File: src/rtl/col_driver.sv
// Sequenced bit-line driver for the CAM/MAC column periphery: precharge-then-drive
// per bit phase, one-hot column select (CAM) or LSB-first bit-serial operands (MAC).
module col_driver #(
  parameter  int COLS    = 8,
  parameter  int ADDR_W  = 3,
  parameter  int OP_BITS = 4,
  parameter  int PRE_CYC = 1,
  parameter  int DRV_CYC = 2,
  localparam int BIT_W   = (OP_BITS > 1) ? $clog2(OP_BITS) : 1
) (
  input  logic                    clk,
  input  logic                    rst,
  input  logic                    req_valid,
  output logic                    req_ready,
  input  logic                    req_mac,
  input  logic [ADDR_W-1:0]       req_addr,
  input  logic [COLS*OP_BITS-1:0] req_data,
  input  logic                    abort,
  output logic [COLS-1:0]         bl,
  output logic [COLS-1:0]         blb,
  output logic                    drive_en,
  output logic [BIT_W-1:0]        bit_idx,
  output logic                    done,
  output logic                    addr_err
);

  localparam int MAX_CYC = (PRE_CYC > DRV_CYC) ? PRE_CYC : DRV_CYC;
  localparam int CNT_W   = (MAX_CYC > 1) ? $clog2(MAX_CYC) : 1;
  localparam logic [CNT_W-1:0] PRE_LAST = CNT_W'((PRE_CYC > 0) ? PRE_CYC - 1 : 0);
  localparam logic [CNT_W-1:0] DRV_LAST = CNT_W'(DRV_CYC - 1);
  localparam logic [BIT_W-1:0] MAC_LAST = BIT_W'(OP_BITS - 1);

  typedef enum logic [1:0] {
    S_IDLE  = 2'd0,
    S_PRE   = 2'd1,
    S_DRIVE = 2'd2
  } state_t;

  localparam state_t PHASE_START = (PRE_CYC > 0) ? S_PRE : S_DRIVE;

  state_t                  state_q, state_d;
  logic [CNT_W-1:0]        cnt_q, cnt_d;
  logic [BIT_W-1:0]        bit_q, bit_d;
  logic                    mac_q, mac_d;
  logic [ADDR_W-1:0]       addr_q, addr_d;
  logic [COLS*OP_BITS-1:0] data_q, data_d;
  logic                    ready_q, ready_d;
  logic [COLS-1:0]         bl_q, bl_d, blb_q, blb_d;
  logic                    drive_en_q, drive_en_d;
  logic                    done_q, done_d;
  logic                    err_q, err_d;
  logic [COLS-1:0]         sel_s;

  // Sequencer: request capture, phase counting, abort and completion.
  always_comb begin
    state_d = state_q;
    cnt_d   = cnt_q;
    bit_d   = bit_q;
    mac_d   = mac_q;
    addr_d  = addr_q;
    data_d  = data_q;
    done_d  = 1'b0;
    err_d   = 1'b0;
    case (state_q)
      S_IDLE: begin
        if (req_valid && ready_q) begin
          state_d = PHASE_START;
          cnt_d   = '0;
          bit_d   = '0;
          mac_d   = req_mac;
          addr_d  = req_addr;
          data_d  = req_data;
        end else begin
          state_d = S_IDLE;
        end
      end
      S_PRE: begin
        if (abort) begin
          state_d = S_IDLE;
          cnt_d   = '0;
          bit_d   = '0;
        end else if (cnt_q == PRE_LAST) begin
          state_d = S_DRIVE;
          cnt_d   = '0;
        end else begin
          cnt_d = cnt_q + CNT_W'(1);
        end
      end
      S_DRIVE: begin
        if (abort) begin
          state_d = S_IDLE;
          cnt_d   = '0;
          bit_d   = '0;
        end else if (cnt_q == DRV_LAST) begin
          cnt_d = '0;
          if (mac_q && (bit_q != MAC_LAST)) begin
            bit_d   = bit_q + BIT_W'(1);
            state_d = PHASE_START;
          end else begin
            state_d = S_IDLE;
            bit_d   = '0;
            done_d  = 1'b1;
            err_d   = !mac_q && ({1'b0, addr_q} >= (ADDR_W + 1)'(COLS));
          end
        end else begin
          cnt_d = cnt_q + CNT_W'(1);
        end
      end
      default: begin
        state_d = S_IDLE;
        cnt_d   = '0;
        bit_d   = '0;
      end
    endcase
  end

  // Line values are derived from the next state so every output leaves a flop.
  always_comb begin
    sel_s      = '0;
    bl_d       = '0;
    blb_d      = '0;
    ready_d    = (state_d == S_IDLE);
    drive_en_d = (state_d == S_DRIVE);
    for (int c = 0; c < COLS; c++) begin
      if (mac_d) begin
        sel_s[c] = data_d[c*OP_BITS + int'(bit_d)];
      end else begin
        sel_s[c] = (addr_d == ADDR_W'(c));
      end
    end
    case (state_d)
      S_PRE: begin
        bl_d  = '1;
        blb_d = '1;
      end
      S_DRIVE: begin
        bl_d  = sel_s;
        blb_d = ~sel_s;
      end
      default: begin
        bl_d  = '0;
        blb_d = '0;
      end
    endcase
  end

  // State and output registers.
  always_ff @(posedge clk or posedge rst) begin
    if (rst) begin
      state_q    <= S_IDLE;
      cnt_q      <= '0;
      bit_q      <= '0;
      mac_q      <= 1'b0;
      addr_q     <= '0;
      data_q     <= '0;
      ready_q    <= 1'b1;
      bl_q       <= '0;
      blb_q      <= '0;
      drive_en_q <= 1'b0;
      done_q     <= 1'b0;
      err_q      <= 1'b0;
    end else begin
      state_q    <= state_d;
      cnt_q      <= cnt_d;
      bit_q      <= bit_d;
      mac_q      <= mac_d;
      addr_q     <= addr_d;
      data_q     <= data_d;
      ready_q    <= ready_d;
      bl_q       <= bl_d;
      blb_q      <= blb_d;
      drive_en_q <= drive_en_d;
      done_q     <= done_d;
      err_q      <= err_d;
    end
  end

  assign req_ready = ready_q;
  assign bl        = bl_q;
  assign blb       = blb_q;
  assign drive_en  = drive_en_q;
  assign bit_idx   = bit_q;
  assign done      = done_q;
  assign addr_err  = err_q;

endmodule

File: config.mk
export PLATFORM = sky130hd
export DESIGN_NAME = col_driver
export DESIGN_NICKNAME = d
export VERILOG_FILES = /design/src/rtl/col_driver.sv
export SDC_FILE = /design/constraint.sdc
export NUM_CORES = 1
export LEC_CHECK = 0
export ABC_AREA = 1
export CAP_MARGIN = 40
export CORE_MARGIN = 5
export CORE_UTILIZATION = 30
export CTS_BUF_LIST = sky130_fd_sc_hd__clkbuf_8
export CTS_CLUSTER_DIAMETER = 100
export DETAILED_ROUTE_END_ITERATION = 6
export DONT_BUFFER_PORTS = 1
export GPL_TIMING_DRIVEN = 1
export HOLD_SLACK_MARGIN = 0.02
export PLACE_DENSITY = 0.47
export SYNTH_ARGS = -nofsm -noshare
export SYNTH_HDL_FRONTEND = slang
export SYNTH_SLANG_ARGS = --single-unit
File: constraint.sdc
create_clock -name clk -period 2.3 [get_ports clk]
set_input_delay 0.23 -clock clk [delete_from_list [all_inputs] [get_ports clk]]
set_output_delay 0.23 -clock clk [all_outputs]
set_load 0.02 [all_outputs]
==> results of run 1 <==
-- state kept, by name (all words and copies together) (netlist names) --
name       flops
bl             8
mac_q          1
drive_en       1
state_q        2
done           1
bit_idx        2
blb            8
addr_q         3
data_q        32
cnt_q          1
req_ready      1
-- final cells by class --
class                   count  area [um2]
repair buffers             16         155
clock inverters             4        17.5
multi-input cells         220        1190
well taps                 133         166
inverters                  54         203
fillers                  1043        6340
flip-flops and latches     60        1500
clock buffers              11         151
-- path summary, 6_finish.rpt --
path | startpoint | to | slack [ns] | cells after the start
setup reg to reg | state_q[0]$_DFF_PP0_ | bl[3]$_DFF_PP0_ | 0.18 | 11
min in group asynchronous | rst | drive_en$_DFF_PP0_ | 0.43 | 2
max in group asynchronous | rst | req_ready$_DFF_PP1_ | 1.21 | 3
hold / removal | req_data[15] | data_q[15]$_DFF_PP0_ | 0.05 | 2
setup / recovery | state_q[0]$_DFF_PP0_ | bl[3]$_DFF_PP0_ | 0.18 | 11
hold reg to reg | data_q[0]$_DFF_PP0_ | data_q[0]$_DFF_PP0_ | 0.50 | 2
-- through the flow --
stage	hold WS, ns	cell area [um2]	power [W]	setup slack [ns]
6_report	0.0482	3390	0.00421	0.183
5_1_grt	0.0338	3390	0.00455	0.0234
4_1_cts	0.0285	3380	0.00426	0.110
3_5_place_dp	0.244	3170	0.00339	0.139
3_3_place_gp	0.238	3170	0.00337	0.174
2_1_floorplan	0.302	2980	0.00296	0.0317
-- Yosys cell counts --
cell type / n / area share
buf_6: 3 / 0.011
nand2_1: 85 / 0.11
nand2_4: 1 / 0.0038
nand4_2: 1 / 0.0042
o21ai_0: 5 / 0.0084
dfrtp_1: 59 / 0.49
o22ai_1: 2 / 0.0042
a21oi_1: 15 / 0.025
nand2_2: 1 / 0.0021
ha_1: 8 / 0.034
clkbuf_2: 1 / 0.0017
nand3_2: 12 / 0.040
conb_1: 1 / 0.0013
a21oi_4: 1 / 0.0055
nand4_4: 1 / 0.0071
o211ai_1: 1 / 0.0025
inv_1: 50 / 0.063
o21ai_1: 28 / 0.047
a21oi_2: 3 / 0.0088
clkbuf_1: 3 / 0.0038
mux2i_1: 1 / 0.0034
dfstp_2: 1 / 0.0088
inv_2: 4 / 0.0050
buf_2: 8 / 0.013
o21ai_2: 2 / 0.0059
nor2_1: 8 / 0.010
nor3_1: 1 / 0.0017
buf_4: 1 / 0.0025
a32o_1: 1 / 0.0034
nand3_1: 42 / 0.070
-- cell families after synthesis --
family	Yosys count
adder cells (fa/ha/maj)	8
AO/OA/AOI/OAI	58
other	1
multiplexers	1
AND/OR/NAND/NOR	152
flip-flops	60
buffers and inverters	70
-- what timing repair did --
action / 4_1_cts / 5_1_grt
setup endpoints to repair: 0 / 15
gates resized for setup: 0 / 4
hold buffers: 4 / 0
endpoints found under the hold margin: 31 / 0
-- metal layers --
| layer | up-vias | GRT usage | part of all wire |
|---|---|---|---|
| met5 | - | 0 | 0 |
| met4 | 0 | 0.0855 | 0.028 |
| met3 | 12 | 0.0288 | 0.047 |
| met2 | 55 | 0.204 | 0.46 |
| met1 | 1071 | 0.180 | 0.46 |
| li1 | 1140 | - | - |
-- power groups by stage --
| stage | logic, W | clock network (W) | registers [W] |
|---|---|---|---|
| floorplan | 0.00122 | 0 | 0.00173 |
| global placement | 0.00158 | 0 | 0.00179 |
| detailed placement | 0.00160 | 0 | 0.00179 |
| CTS | 0.00161 | 0.000873 | 0.00178 |
| global route | 0.00183 | 0.000917 | 0.00181 |
| finish | 0.00160 | 0.000841 | 0.00177 |
==> impl_results.md, run 1 <==
* Min-Delay Path Class: primary input to register
* Final WL at 7710 um
* Cell mode on critical path: nand2_1
* Final antenna-violating net count at 0
* Post-synthesis compound-gate area fraction at 0.111
* Vias in the first global route at 2232
* Slowest cell delay on critical path at 0.42 ns
* Sequential share of power at 0.420
* Buf/Inv on CP at 3
* Unrepaired setup endpoints after global routing: no
* Critical path's top delay family: simple AND/OR/NAND/NOR gates
* Post-route minimum period at 2.12 ns
* Clk slew on worst S/H paths at 0.07 ns
* Global-route wire length before repair at 12000 um
* Post-Layout Cell Count at 498
* Gp weighted congestion at 0.779
* Final global-route overflow total at 0
* ANT cells at 0
* Synth Net Count at 398
* Netlist Area Pre-Place at 0.00298 mm2
* Die span in x at 110 um
* Clock Latency Late Sink at 0.35 ns
* Fin Clk Skew at 0.0112 ns
* Nets at 409
* Max Cap Viol at 0
* Wirelength per Cell at 15.5 um
* Starting DRT DRC Count at 129
* H-tree depth at 3
* Clk buf depth at 2
* Drt pass-1 iters at 4
* Worst setup SP type: register
* NetSw at 0.00177 W
* Clk network pwr share at 0.200
* Mux contribution to synthesized area at 0.00336
* Core Region at 0.00973 mm2
* CTS tree: yes
* Row cnt at 36
* Commonest non-fill, non-tap cell in the layout: nand2_1
* Final setup viols at 0
* Synth warnings at 0
* CTS buffer count at 9
* Post-CTS Setup Inserts at 0
* Worst-path cell chain: inv_1 > ha_1 > nand3_2 > buf_12 > mux2i_1 > inv_2 > nor2_1 > nand2_1 > nand2_1 > nand2_1 > a21oi_1
* Num ports at 62
* Slew Limit Fails at 0
* Worst Path Required at 2.58 ns
* Initial antenna violation count at 0
* I/O Buffers at 0
* Final period util at 0.921
* Cells after synthesis at 350
* Vias at 2278
* Netlist cell types at 30
* Largest net degree at the start of global routing at 42
* Vias per cell at 4.57
* Root buf cell: clkbuf_8
* Fmax achieved at 472 MHz
* Number of synthesized register bits at 60
* Slowest-stage cell, CP: dfrtp_1
* Die Ht at 110 um
* WP data arrival at 2.40 ns
* Simple-Gate Fraction of Synth Area at 0.247
* Crit end category: register
* Layout area overhead at 13.6%
* Area share of fa/ha/maj cells after synthesis at 0.0336
* Pleak at 1.72 nW
* Crit path kind: register to register
* Internal power at 0.00245 W
* Starting density of the core at 0.307
* Placed Instances at 479
* Combinational share of power at 0.380
* Final core area utilization at 0.348
* DRC Markers at 0
* Power density cells at 1240 mW/mm2
* Share of layout cells above drive strength 1 at 0.156
* DIE AREA at 0.0120 mm2
* Slew @ Worst Pin at 0.652 ns
* Run status: complete, no violations
* Post-DP HPWL at 5680 um
* CP max FO at 41
* Relative slew slack at 0.565
* Mean post-synth cell area at 8.52 um2
* Hold Vio Cnt, Final at 0
* Sequential area share after synthesis at 0.504
* Total clock sinks at 60
* Most frequent cells in the layout: nand2_1 (85), dfrtp_1 (59), inv_1 (51)
* Net Sw Frac at 0.420
* VDD IR-drop max at 0.286 mV
* Xor/xnor cell area share of the yosys netlist at 0
* Post-Route Setup TNS at 0 ns
* Total track usage at 0.137
* Largest family of logic cells by synthesized area: simple AND/OR/NAND/NOR gates
No activity file was read; power rests on OpenSTA's default activity.
==> run 2: changes to the inputs <==
Settings changed: HOLD_SLACK_MARGIN 0.02 to default.
==> run 2 against run 1 <==
Against the previous run: register-to-register slack about the same; global-route usage stayed put; sequential cell count unchanged; sequential power about the same; worst hold slack worse by 0.016 ns; critical path depth did not move; clock power about the same; first-iteration DRC count shrank 13%; wire length down 0.36%; combinational power barely moved; clock-buffer cell count unchanged; largest power group unchanged.
==> impl_results.md, run 2 (synthesis results as in run 1) <==
* WP data arrival at 2.40 ns (about the same)
* Core Region at 0.00973 mm2 (unchanged)
* Post-Route Setup TNS at 0 ns (unchanged)
* Vias in the first global route at 2227 (was 2232)
* Final period util at 0.922 (was 0.921)
* GR Util met1 at 0.180 (unchanged)
* # fillers at 1044 (was 1043)
* Post-DP HPWL at 5680 um (unchanged)
* Worst-path cell chain: inv_1 > ha_1 > nand3_2 > buf_12 > mux2i_1 > inv_2 > nor2_1 > nand2_1 > nand2_1 > nand2_1 > a21oi_1 (unchanged)
* R2R depth at 11 (unchanged)
* Final global-route overflow total at 0 (unchanged)
* Final WL at 7690 um (was 7710 um)
* Num ports at 62 (unchanged)
* Row cnt at 36 (unchanged)
* Initial antenna violation count at 0 (unchanged)
* Clk network pwr share at 0.199 (was 0.200)
* FF-to-FF End: bl[3]$_DFF_PP0_ (unchanged)
* Design area at 0.00338 mm2 (was 0.00339 mm2)
* Final setup viols at 0 (unchanged)
* Unrepaired setup endpoints after global routing: no (unchanged)
* Final antenna-violating net count at 0 (unchanged)
* Commonest non-fill, non-tap cell in the layout: nand2_1 (unchanged)
* H-tree depth at 3 (unchanged)
* Clk buf depth at 2 (unchanged)
* Crit path kind: register to register (unchanged)
* Run status: complete, no violations (unchanged)
* VDD IR-drop max at 0.284 mV (was 0.286 mV)
* Cell mode on critical path: nand2_1 (unchanged)
* Wirelength per Cell at 15.5 um (about the same)
* Min-Delay Path Class: primary input to register (unchanged)
* Global-route wire length before repair at 12000 um (unchanged)
* Share of layout cells above drive strength 1 at 0.157 (was 0.156)
* Starting DRT DRC Count at 112 (was 129)
* Buf/Inv on CP at 3 (unchanged)
* Layout area overhead at 13.3% (was 13.6%)
* Worst setup SP type: register (unchanged)
* Drt pass-1 iters at 4 (unchanged)
* Nets at 408 (was 409)
* Post-CTS Setup Inserts at 0 (unchanged)
* Number of flip-flops in the largest register at 32 (unchanged)
* Total clock sinks at 60 (unchanged)
* Power density cells at 1250 mW/mm2 (was 1240 mW/mm2)
* Fin Clk Skew at 0.0122 ns (was 0.0112 ns)
* Starting density of the core at 0.307 (unchanged)
* Slowest cell delay on critical path at 0.42 ns (about the same)
* Clk slew on worst S/H paths at 0.07 ns (about the same)
* Die Ht at 110 um (unchanged)
* CP max FO at 41 (unchanged)
* Relative slew slack at 0.571 (was 0.565)
* Final hold slack at 0.0326 ns (was 0.0482 ns)
* DRC Markers at 0 (unchanged)
* Slowest-stage cell, CP: dfrtp_1 (unchanged)
* CTS buffer count at 9 (unchanged)
* Post-route minimum period at 2.12 ns (about the same)
* Grt met3 use at 0.0288 (unchanged)
* Fmax achieved at 472 MHz (about the same)
* DIE AREA at 0.0120 mm2 (unchanged)
* I/O Buffers at 0 (unchanged)
* Sequential share of power at 0.420 (about the same)
* FF-to-FF Start: state_q[0]$_DFF_PP0_ (unchanged)
* Max Cap Viol at 0 (unchanged)
* Vias per cell at 4.51 (was 4.57)
* Origin of the worst setup path: state_q[0]$_DFF_PP0_ (unchanged)
* Largest reg by FF count: data_q (unchanged)
* Most frequent cells in the layout: nand2_1 (85), dfrtp_1 (59), inv_1 (51) (unchanged)
* Internal power at 0.00245 W (about the same)
* Post-DP Area at 0.00317 mm2 (unchanged)
* Pwr Total at 0.00422 W (was 0.00421 W)
* Die span in x at 110 um (unchanged)
* Combinational share of power at 0.380 (about the same)
* Total track usage at 0.137 (unchanged)
* Worst Setup EP: bl[3]$_DFF_PP0_ (unchanged)
* Gp weighted congestion at 0.779 (unchanged)
* Largest net degree at the start of global routing at 42 (unchanged)
* Slew Limit Fails at 0 (unchanged)
* Pleak at 1.72 nW (about the same)
* Met2 usage at 0.204 (unchanged)
* NetSw at 0.00177 W (about the same)
* Slew @ Worst Pin at 0.643 ns (was 0.652 ns)
* Hold Vio Cnt, Final at 0 (unchanged)
* Critical Path Stages at 11 (unchanged)
* Clock Latency Late Sink at 0.35 ns (about the same)
* CTS tree: yes (unchanged)
* Root buf cell: clkbuf_8 (unchanged)
* Crit end category: register (unchanged)
* GR peak layer: met2 (unchanged)
* Net Sw Frac at 0.420 (about the same)
* Critical path's top delay family: simple AND/OR/NAND/NOR gates (unchanged)
* Worst R2R Setup Slack at 0.18 ns (about the same)
* Worst Path Required at 2.58 ns (about the same)
* ANT cells at 0 (unchanged)
* Vias at 2242 (was 2278)
==> run 2: layer usage <==
metal,routed length [um],share of wire,vias up
met5,0,0,-
met1,3570,0.46,1035
li1,-,-,1136
met4,215,0.028,0
met2,3550,0.46,60
met3,356,0.046,11
==> run 2: worst min path at each step <==
stage | from | end | slack, ns | cells past startpoint
after CTS | req_addr[1] | addr_q[1]$_DFF_PP0_ | 0.01 | 2
after detailed placement | rst | drive_en$_DFF_PP0_ | 0.24 | 1
final | req_addr[1] | addr_q[1]$_DFF_PP0_ | 0.03 | 2
after global placement | rst | drive_en$_DFF_PP0_ | 0.24 | 1
after floorplan | abort | done$_DFF_PP0_ | 0.30 | 1
after global routing | req_addr[1] | addr_q[1]$_DFF_PP0_ | 0.03 | 2
==> run 2: final cells by class <==
class                   count  area [um2]  area share
repair buffers             15         145      0.0430
multi-input cells         220        1190       0.353
clock inverters             4        17.5     0.00519
well taps                 133         166      0.0493
inverters                  54         203      0.0600
flip-flops and latches     60        1500       0.445
clock buffers              11         151      0.0448
==> run 2: timing repair <==
action | 4_1_cts | 5_1_grt
hold endpoints to repair | 30 | 0
resized for setup | 0 | 4
hold buffers | 3 | 0
setup endpoints to repair | 0 | 15
==> run 2: metrics by stage <==
step                std cells   util  setup WS [ns]
floorplan                 350      -         0.0317
global placement          479  0.325          0.174
detailed placement        479  0.325          0.139
CTS                       497  0.346          0.110
global route              497  0.347         0.0234
finish                    497  0.347          0.180
==> run 2: power groups by stage <==
| stage | Sequential, W | Combinational, W | Clock (W) |
|---|---|---|---|
| finish | 0.00177 | 0.00160 | 0.000841 |
| global route | 0.00181 | 0.00183 | 0.000917 |
| CTS | 0.00178 | 0.00161 | 0.000873 |
| detailed placement | 0.00179 | 0.00160 | 0 |
| global placement | 0.00179 | 0.00158 | 0 |
| floorplan | 0.00173 | 0.00122 | 0 |
==> run 3: changes to the inputs <==
Settings changed: CAP_MARGIN 40 to 25, CELL_PAD_IN_SITES_DETAIL_PLACEMENT from default to 0, CELL_PAD_IN_SITES_GLOBAL_PLACEMENT from default to 1, PLACE_DENSITY 0.47 to 0.59, REMOVE_ABC_BUFFERS from default to 1.
==> run 3 against run 2 <==
Against the previous run: critical path type unchanged; final area increased by 1.1%; largest cell class unchanged; highest routed layer unchanged; sequential share of layout area is 0.47 points lower; first-iteration DRC count fell by 26%; maximum frequency hardly changed; die area unchanged; clock skew decreased by 0.0063 ns; worst hold slack improved by 0.012 ns; sequential power barely moved.
==> impl_results.md, run 3 (synthesis results as in run 1) <==
* Run status: complete, no violations (unchanged)
* CTS tree: yes (unchanged)
* Worst setup SP type: register (unchanged)
* Share of layout cells above drive strength 1 at 0.161 (was 0.157)
* Min-Delay Path Class: primary input to register (unchanged)
* Worst Path Required at 2.52 ns (was 2.58 ns)
* Crit path kind: register to register (unchanged)
* Nets at 409 (was 408)
* Final WL at 7280 um (was 7690 um)
* Final setup viols at 0 (unchanged)
* Initial antenna violation count at 0 (unchanged)
* Clock Latency Late Sink at 0.34 ns (was 0.35 ns)
* Crit end category: register (unchanged)
* DRC Markers at 0 (unchanged)
* Starting DRT DRC Count at 83 (was 112)
* Largest reg by FF count: data_q (unchanged)
* VDD IR-drop max at 0.392 mV (was 0.284 mV)
* CP max FO at 16 (was 41)
* Clk slew on worst S/H paths at 0.07 ns (about the same)
* Final core area utilization at 0.351 (was 0.347)
* Total track usage at 0.133 (was 0.137)
* Placed Instances at 481 (was 479)
* Global-route wire length before repair at 12000 um (about the same)
* Num ports at 62 (unchanged)
* Largest net degree at the start of global routing at 40 (was 42)
* Vias in the first global route at 2367 (was 2227)
* Relative slew slack at 0.547 (was 0.571)
* Setup ws final at 0.179 ns (was 0.180 ns)
* Pleak at 1.74 nW (was 1.72 nW)
* Max Cap Viol at 0 (unchanged)
* Commonest non-fill, non-tap cell in the layout: nand2_1 (unchanged)
* Row cnt at 36 (unchanged)
* Vias per cell at 4.53 (was 4.51)
* Wirelength per Cell at 14.6 um (was 15.5 um)
* Post-DP HPWL at 5290 um (was 5680 um)
* Drt pass-1 iters at 4 (unchanged)
* Fin Clk Skew at 0.00594 ns (was 0.0122 ns)
* Dpl ws at 0.213 ns (was 0.139 ns)
* Slew @ Worst Pin at 0.679 ns (was 0.643 ns)
* Die span in x at 110 um (unchanged)
* Hold Vio Cnt, Final at 0 (unchanged)
* Gp weighted congestion at 0.729 (was 0.779)
* Post-Layout Cell Count at 499 (was 497)
* Die Ht at 110 um (unchanged)
* Post-route minimum period at 2.12 ns (about the same)
* Clk buf depth at 2 (unchanged)
* H-tree depth at 3 (unchanged)
* Final global-route overflow total at 0 (unchanged)
* Fmax achieved at 471 MHz (was 472 MHz)
* I/O Buffers at 0 (unchanged)
* Number of flip-flops in the largest register at 32 (unchanged)
* Post-Route Setup TNS at 0 ns (unchanged)
* Total clock sinks at 60 (unchanged)
* Final antenna-violating net count at 0 (unchanged)
* WP data arrival at 2.34 ns (was 2.40 ns)
* Root buf cell: clkbuf_8 (unchanged)
* Final hold slack at 0.0449 ns (was 0.0326 ns)
* Final period util at 0.922 (about the same)
* Most frequent cells in the layout: nand2_1 (85), dfrtp_1 (59), inv_1 (50) (was nand2_1 (85), dfrtp_1 (59), inv_1 (51))
* Power density cells at 1290 mW/mm2 (was 1250 mW/mm2)
* Starting density of the core at 0.307 (unchanged)
* Layout area overhead at 14.5% (was 13.3%)
* DIE AREA at 0.0120 mm2 (unchanged)
* Unrepaired setup endpoints after global routing: no (unchanged)
* ANT cells at 0 (unchanged)
* Core Region at 0.00973 mm2 (unchanged)
* CTS buffer count at 9 (unchanged)
* Slew Limit Fails at 0 (unchanged)
* Vias at 2258 (was 2242)
-- run 3: final cells by class --
type | count | area [um2]
fill | 1061 | 6310
sequential | 60 | 1500
multi-input combinational | 220 | 1180
inverter | 54 | 203
tap | 133 | 166
timing repair buffer | 16 | 141
clock buffer | 10 | 138
clock inverter | 6 | 78.8
-- run 3: critical path, stage by stage, from the launching register on --
cell and delay, ns:
dfrtp_1 0.42, inv_1 0.10, ha_1 0.28, a32o_1 0.16, o211ai_1 0.08, a21oi_1 0.24
inv_1 0.11, ha_1 0.30, inv_1 0.05, buf_4 0.20, a21oi_1 0.07
-- run 3: repair_timing --
action | in CTS | in global routing
endpoints found under the hold margin | 28 | 0
setup endpoints to repair | 0 | 2
setup buffers | 0 | 0
hold buffers | 2 | 0
gates resized for setup | 0 | 3
-- run 3: metal layers --
layer / vias up / global-route usage / share of wire
met5: - / 0 / 0
met4: 0 / 0.0508 / 0.012
met3: 9 / 0.0452 / 0.057
met2: 44 / 0.211 / 0.47
met1: 1064 / 0.168 / 0.47
li1: 1141 / - / -
-- run 3: worst paths after layout --
| kind | to | cells past startpoint | slack (ns) | from |
|---|---|---|---|---|
| max in group asynchronous | data_q[14]$_DFF_PP0_ | 3 | 1.16 | rst |
| min | addr_q[2]$_DFF_PP0_ | 2 | 0.04 | req_addr[2] |
| min reg2reg | data_q[12]$_DFF_PP0_ | 2 | 0.50 | data_q[12]$_DFF_PP0_ |
| max reg2reg | blb[2]$_DFF_PP0_ | 10 | 0.18 | state_q[0]$_DFF_PP0_ |
| min in group asynchronous | addr_q[2]$_DFF_PP0_ | 2 | 0.45 | rst |
| max | blb[2]$_DFF_PP0_ | 10 | 0.18 | state_q[0]$_DFF_PP0_ |
-- run 3: power by group --
group | internal (W) | switching, W
Sequential | 0.00148 | 0.000281
Combinational | 0.000533 | 0.00105
Clock | 0.000630 | 0.000424
-- run 3: through the flow --
stage                     area (um2)  power [W]
after floorplan                 2890    0.00289
after global placement          3170    0.00335
after detailed placement        3170    0.00337
after CTS                       3410    0.00444
after global routing            3410    0.00477
final                           3410    0.00439
